[config.mk]
export PLATFORM = sky130hd
export DESIGN_NAME = if_stage
export DESIGN_NICKNAME = d
export VERILOG_FILES = /design/src/rtl/if_stage.sv
export SDC_FILE = /design/constraint.sdc
export NUM_CORES = 1
export LEC_CHECK = 0
export CORE_MARGIN = 4
export CORE_UTILIZATION = 35
export CTS_CLUSTER_SIZE = 25
export DETAILED_ROUTE_END_ITERATION = 8
export PLACE_DENSITY = 0.64
export REMOVE_ABC_BUFFERS = 1
export SYNTH_ARGS = -nofsm -noshare
export SYNTH_HDL_FRONTEND = slang
export SYNTH_SLANG_ARGS = --single-unit
export TNS_END_PERCENT = 1
[constraint.sdc]
create_clock -name clock -period 4.3 [get_ports clock]
set_clock_uncertainty 0.15 [all_clocks]
set_input_delay 0.86 -clock clock [delete_from_list [all_inputs] [get_ports clock]]
set_output_delay 0.86 -clock clock [all_outputs]
set_load 0.02 [all_outputs]
[src/rtl/if_stage.sv]
// ---------------------------------------------------------------------------
// if_stage
//
// Instruction-fetch stage plus the IF/ID pipeline register.
//
// The stage owns the fetch PC. It sends in-order requests to instruction
// memory over a req/gnt handshake and takes the words back on rvalid. A small
// FIFO holds words that arrive while ID is stalled. A credit rule caps
// requests in flight plus buffered words at BUF_DEPTH, so a returning word
// always has a free slot.
//
// On a flush (a redirect from pipe_ctrl):
//   - the PC jumps to target_pc,
//   - the FIFO is emptied,
//   - every response still owed by memory is marked for discard through
//     dropCnt.
// A NOP bubble (32'h0, valid=0) goes into IF/ID on a flush, or on an advance
// when no word is available.
//
// Ports
//   clock           in   1   system clock, rising edge
//   reset           in   1   asynchronous, active-low reset
//   stall           in   1   hold IF/ID contents
//   flush           in   1   squash IF/ID, redirect PC (wins over stall)
//   target_pc       in   32  redirect address, sampled while flush=1
//   imem_req        out  1   fetch request valid
//   imem_addr       out  32  fetch address (= PC)
//   imem_gnt        in   1   memory accepts the request this cycle
//   imem_rvalid     in   1   response valid, in request order
//   imem_rdata      in   32  response word
//   if_id_instr     out  32  instruction handed to ID
//   if_id_pc_plus4  out  32  address of if_id_instr + 4
//   if_id_valid     out  1   1 = real instruction, 0 = bubble
// ---------------------------------------------------------------------------
module if_stage #(
    parameter logic [31:0] RESET_PC  = 32'h0000_0000,
    parameter int unsigned BUF_DEPTH = 2
) (
    input  logic        clock,
    input  logic        reset,
    input  logic        stall,
    input  logic        flush,
    input  logic [31:0] target_pc,
    output logic        imem_req,
    output logic [31:0] imem_addr,
    input  logic        imem_gnt,
    input  logic        imem_rvalid,
    input  logic [31:0] imem_rdata,
    output logic [31:0] if_id_instr,
    output logic [31:0] if_id_pc_plus4,
    output logic        if_id_valid
);

    // Counter width covers 0..BUF_DEPTH. The FIFO pointers need at least one bit.
    localparam int unsigned CW = $clog2(BUF_DEPTH + 1);
    localparam int unsigned PW = (BUF_DEPTH > 1) ? $clog2(BUF_DEPTH) : 1;

    localparam logic [CW:0]   CREDIT_LIMIT = (CW + 1)'(BUF_DEPTH);
    localparam logic [PW-1:0] LAST_SLOT    = PW'(BUF_DEPTH - 1);
    localparam logic [31:0]   NOP_INSTR    = 32'h0000_0000;  // sll r0,r0,0

    // One fetched word with the sequential-PC tag that travels with it.
    typedef struct packed {
        logic [31:0] instr;
        logic [31:0] pcPlus4;
    } fetchEntry_t;

    // -----------------------------------------------------------------------
    // State
    // -----------------------------------------------------------------------
    logic [31:0]   pc;           // address of the next request
    logic [31:0]   respPc;       // address of the next accepted response
    logic [CW-1:0] outstanding;  // granted requests awaiting rvalid
    logic [CW-1:0] dropCnt;      // responses still to discard after a redirect
    logic [CW-1:0] bufCount;
    logic [PW-1:0] rdPtr;
    logic [PW-1:0] wrPtr;
    fetchEntry_t   bufMem [BUF_DEPTH];

    // -----------------------------------------------------------------------
    // Per-cycle decisions
    // -----------------------------------------------------------------------
    logic          grant;
    logic          respAccept;
    logic          respDrop;
    logic          bufEmpty;
    logic          push;
    logic          pop;
    logic          bypass;
    logic [CW-1:0] inFlightNext;
    logic [31:0]   redirectPc;
    fetchEntry_t   respEntry;
    fetchEntry_t   headEntry;

    function automatic logic [PW-1:0] nextPtr(input logic [PW-1:0] p);
        return (p == LAST_SLOT) ? '0 : p + PW'(1);
    endfunction

    // Credits count both words owed by memory and words already buffered.
    // While req is high and no flush arrives, the sum can only hold or fall,
    // so req and addr stay stable until the grant.
    assign imem_req  = reset && !flush &&
                       (({1'b0, outstanding} + {1'b0, bufCount}) < CREDIT_LIMIT);
    assign imem_addr = pc;
    assign grant     = imem_req && imem_gnt;

    // Word alignment is enforced on the redirect address.
    assign redirectPc = target_pc & ~32'h0000_0003;

    // NOTE: give every always_comb output a default before any branch. A path
    // that leaves an output unassigned would infer a latch.
    always_comb begin
        respAccept   = 1'b0;
        respDrop     = 1'b0;
        push         = 1'b0;
        pop          = 1'b0;
        bypass       = 1'b0;
        bufEmpty     = (bufCount == '0);
        headEntry    = bufMem[rdPtr];
        respEntry    = '{instr: imem_rdata, pcPlus4: respPc + 32'd4};
        // Grant and rvalid in the same cycle cancel out.
        inFlightNext = outstanding + CW'(grant) - CW'(imem_rvalid);

        if (imem_rvalid) begin
            respDrop   = (dropCnt != '0);
            respAccept = (dropCnt == '0);
        end

        if (!flush) begin
            pop    = !stall && !bufEmpty;
            // When the buffer has entries, a new word queues behind them,
            // even while the head is popped, so order is preserved.
            push   = respAccept && (stall || !bufEmpty);
            // An empty buffer on an advance lets the word go straight to ID.
            bypass = respAccept && !stall && bufEmpty;
        end
    end

    // -----------------------------------------------------------------------
    // Control state and IF/ID register
    // -----------------------------------------------------------------------
    // NOTE: sequential state is written only with non-blocking assignments.
    // Every register then samples values from before the edge, regardless of
    // block ordering.
    always_ff @(posedge clock or negedge reset) begin
        if (!reset) begin
            pc             <= RESET_PC;
            respPc         <= RESET_PC;
            outstanding    <= '0;
            dropCnt        <= '0;
            bufCount       <= '0;
            rdPtr          <= '0;
            wrPtr          <= '0;
            if_id_instr    <= NOP_INSTR;
            if_id_pc_plus4 <= 32'h0;
            if_id_valid    <= 1'b0;
        end else begin
            outstanding <= inFlightNext;

            if (flush) begin
                // Everything still owed by memory belongs to the old path.
                // This includes a grant accepted this cycle, and it excludes
                // a response that arrives (and is ignored) this cycle.
                pc             <= redirectPc;
                respPc         <= redirectPc;
                dropCnt        <= inFlightNext;
                bufCount       <= '0;
                rdPtr          <= '0;
                wrPtr          <= '0;
                if_id_instr    <= NOP_INSTR;
                if_id_pc_plus4 <= 32'h0;
                if_id_valid    <= 1'b0;
            end else begin
                if (grant) begin
                    pc <= pc + 32'd4;
                end
                if (respDrop) begin
                    dropCnt <= dropCnt - CW'(1);
                end
                if (respAccept) begin
                    respPc <= respPc + 32'd4;
                end
                if (push) begin
                    wrPtr <= nextPtr(wrPtr);
                end
                if (pop) begin
                    rdPtr <= nextPtr(rdPtr);
                end
                bufCount <= bufCount + CW'(push) - CW'(pop);

                if (!stall) begin
                    if (pop) begin
                        if_id_instr    <= headEntry.instr;
                        if_id_pc_plus4 <= headEntry.pcPlus4;
                        if_id_valid    <= 1'b1;
                    end else if (bypass) begin
                        if_id_instr    <= respEntry.instr;
                        if_id_pc_plus4 <= respEntry.pcPlus4;
                        if_id_valid    <= 1'b1;
                    end else begin
                        if_id_instr    <= NOP_INSTR;
                        if_id_pc_plus4 <= 32'h0;
                        if_id_valid    <= 1'b0;
                    end
                end
            end
        end
    end

    // -----------------------------------------------------------------------
    // Buffer storage
    // -----------------------------------------------------------------------
    // NOTE: the storage array has no reset. Entries are only read after they
    // are written, and bufCount/pointers alone decide what is valid.
    always_ff @(posedge clock) begin
        if (push) begin
            bufMem[wrPtr] <= respEntry;
        end
    end

endmodule

==> results.yml <==
run_status:
  status: "completed"
grt:
  antenna_found_initial: 0
  grt_usage_pct: 16.0
  grt_pass1_vias: 7949
  grt_overflow: 0
  grt_pass1_wl_mm: 46.1
  grt_max_degree: 133
sta:
  slew_viol_final: 0
  slew_headroom_pct: 29.3
  fin_crit_sh_pct: 91.9
  period_needed_ns: 3.95
  timing.fmax_mhz: 253
  finalSetupViolCount: 0
  hold_violations: 0
  rsz0062_at_grt: "no"
  hold-worst-slack_ns: 0.308
  tightest_slew_ns: 1.06
floorplan:
  start_util_pct: 35.8
  die-area_sq_mm: 0.0355
  core_area_sq_mm: 0.0318
  io_pins: 168
  die_h_um: 188
  die_x_um: 188
  rows: 65
cts:
  cts_hold_buf: 0
  insertion_delay_ns: 0.54
  ctsResizeCount: 0
  cts_buffers: 28
  cts-root-buf: "clkbuf_16"
  cts.sinks: 256
  clk_pin_slew_ns: 0.06
  cts_max_level: 1
  cts_tree: "done"
  cts_setup_buffers: 0
  clockBufferDepth: 3
worst_setup_path:
  rrSetupSlack_ns: 0.72
  arrival_ns: 2.94
  r2r-start: "bufCount[0]$_DFF_PN0_"
  cp-end-kind: "output pin"
  crit_path_start_kind: "flip-flop"
  criticalPathCategory: "reg2out"
  crit_required_ns: 3.29
  r2r_cells: 13
  r2r_end: "dropCnt[1]$_DFFE_PN0P_"
  cp_max_fo: 5
detailed_routing:
  wl_per_cell_um: 18.9
  via_per_inst: 5.17
  first_iter_violations: 586
  drtPass1Iterations: 5
  totalWireLength_mm: 28.8
  routed-via-count: 7867
  route.antenna.remaining_nets: 0
  drcViolationCount: 0
yosys:
  synth_edf_count: 124
  ys_seq_area_share_pct: 61.7
  synth_top_area_share_pct: 32.7
  synthAdderAreaFrac_pct: 0.945
  synthTopCellsByArea: "edfxtp_1, dfrtp_1, mux2_2, nor2_1, xnor2_1"
  ys_types: 53
  netlist_area_sq_mm: 0.0114
  synth.most_common_cell: "dfrtp_1"
  synth_area_per_cell_sq_um: 12.5
  synth_top_family_by_area: "simple AND/OR/NAND/NOR gates"
  ys_ff_latch: 256
  synth_top_flop_cell: "dfrtp_1"
  synth_compound_area_share_pct: 9.39
  synthTopCellsByCount: "dfrtp_1, edfxtp_1, nor2_1"
  synth_top_area_cell: "edfxtp_1"
  yosys.area_share.simple_pct: 12.9
  synth-xor-area-share_pct: 5.77
  postSynthCellCount: 912
  async_reset_ff_share_pct: 51.6
  synth_mux_area_share_pct: 6.72
  ys_warn_count: 0
power:
  ir_drop_v: 0.000263
  powerDensity_mw_per_mm2: 445
  finalPower_uw: 6430
  leakagePower_uw: 0.00531
cells_and_area:
  drive_gt1_share_pct: 11.0
  area_growth_pct: 26.9
  diodes: 0
  finish.instance_area_sq_mm: 0.0144
  nets: 1145
placed_design:
  hpwl_mm: 18.7
  place_area_sq_mm: 0.0135
  place_congestion: 0.842
  port_buffers: 163
run:
  maxCapViolations: 0
worst_hold_path:
  hp-class: "in2async"
-- registers in the layout, summed over array words and instances (netlist names) --
name	cells
if_id_instr	32
outstanding	2
respPc	30
wrPtr	1
bufCount	2
if_id_pc_plus4	31
if_id_valid	1
bufMem	124
rdPtr	1
dropCnt	2
imem_addr	30
-- logic make-up after synthesis --
group                    count (synthesis)
XOR/XNOR                                75
AO/OA/AOI/OAI                          137
AND/OR/NAND/NOR                        291
flip-flops                             256
other                                    1
buffers and inverters                   73
adder cells (fa/ha/maj)                  8
multiplexers                            71
-- metrics by stage --
stage | TNS [ns] | setup WS, ns | util, % | instances
floorplan | -43.06 | -0.347 | - | 856
global placement | 0 | 0.719 | 42.6 | 1472
detailed placement | 0 | 0.700 | 42.6 | 1472
CTS | 0 | 0.316 | 45.4 | 1523
global route | 0 | 0.257 | 45.4 | 1523
finish | 0 | 0.347 | 45.4 | 1523
-- cell usage in the layout (no fill, tap or decap), drive strengths merged, types with 10 or more instances in the layout --
| cell | Yosys | layout |
|---|---|---|
| mux2 | 43 | 43 |
| nand4 | 28 | 28 |
| dfrtp | 132 | 132 |
| nor2 | 105 | 105 |
| mux2i | 28 | 28 |
| a221oi | 18 | 18 |
| xnor2 | 45 | 45 |
| clkdlybuf4s50 | 0 | 161 |
| o21ai | 29 | 29 |
| and3 | 13 | 13 |
| nand2 | 56 | 56 |
| clkbuf | 44 | 42 |
| a221o | 27 | 27 |
| edfxtp | 124 | 124 |
| a222oi | 17 | 17 |
| xor2 | 30 | 30 |
| a21oi | 11 | 11 |
| buf | 13 | 20 |
| nor4 | 11 | 11 |
| inv | 14 | 14 |
| a21boi | 10 | 10 |
| nand3 | 37 | 37 |
-- report_power, final --
| part | internal (uW) | leakage, uW | switching (uW) |
|---|---|---|---|
| Sequential | 2790 | 0.00280 | 201 |
| Clock | 1400 | 0.000438 | 943 |
| Combinational | 511 | 0.00207 | 583 |
| Total | 4710 | 0.00531 | 1730 |
-- per-layer routing --
layer	vias up	GRT usage, %	wire, um
met5	-	0	0
met3	37	3.02	1880
met1	3870	23.3	13300
met4	0	2.75	363
met2	256	25.4	13200
li1	3704	-	-
-- cell type report --
| cell class | instances | area (sq um) |
|---|---|---|
| inverter | 16 | 60.1 |
| multi-input combinational | 584 | 4100 |
| timing repair buffer | 181 | 1810 |
| tap | 435 | 544 |
| fill | 2890 | 17400 |
| clock inverter | 9 | 95.1 |
| clock buffer | 42 | 805 |
| sequential | 256 | 7030 |
-- worst max path at each step --
stage / from / to / cells after the start
floorplan: imem_rvalid / bufMem[0][10]$_DFFE_PP_ / 3
global placement: flush / dropCnt[1]$_DFFE_PN0P_ / 12
detailed placement: flush / dropCnt[1]$_DFFE_PN0P_ / 12
CTS: bufCount[0]$_DFF_PN0_ / imem_req / 5
global route: bufCount[0]$_DFF_PN0_ / imem_req / 5
finish: bufCount[0]$_DFF_PN0_ / imem_req / 5
-- worst max-delay path, cell delays in order (launching register included) --
cell,delay [ns]
dfrtp_1,0.41
and2_1,0.16
fa_1,0.43
or4b_1,0.64
inv_2,0.14
clkdlybuf4s50_1,0.63
No activity file was read; power rests on OpenSTA's default activity.
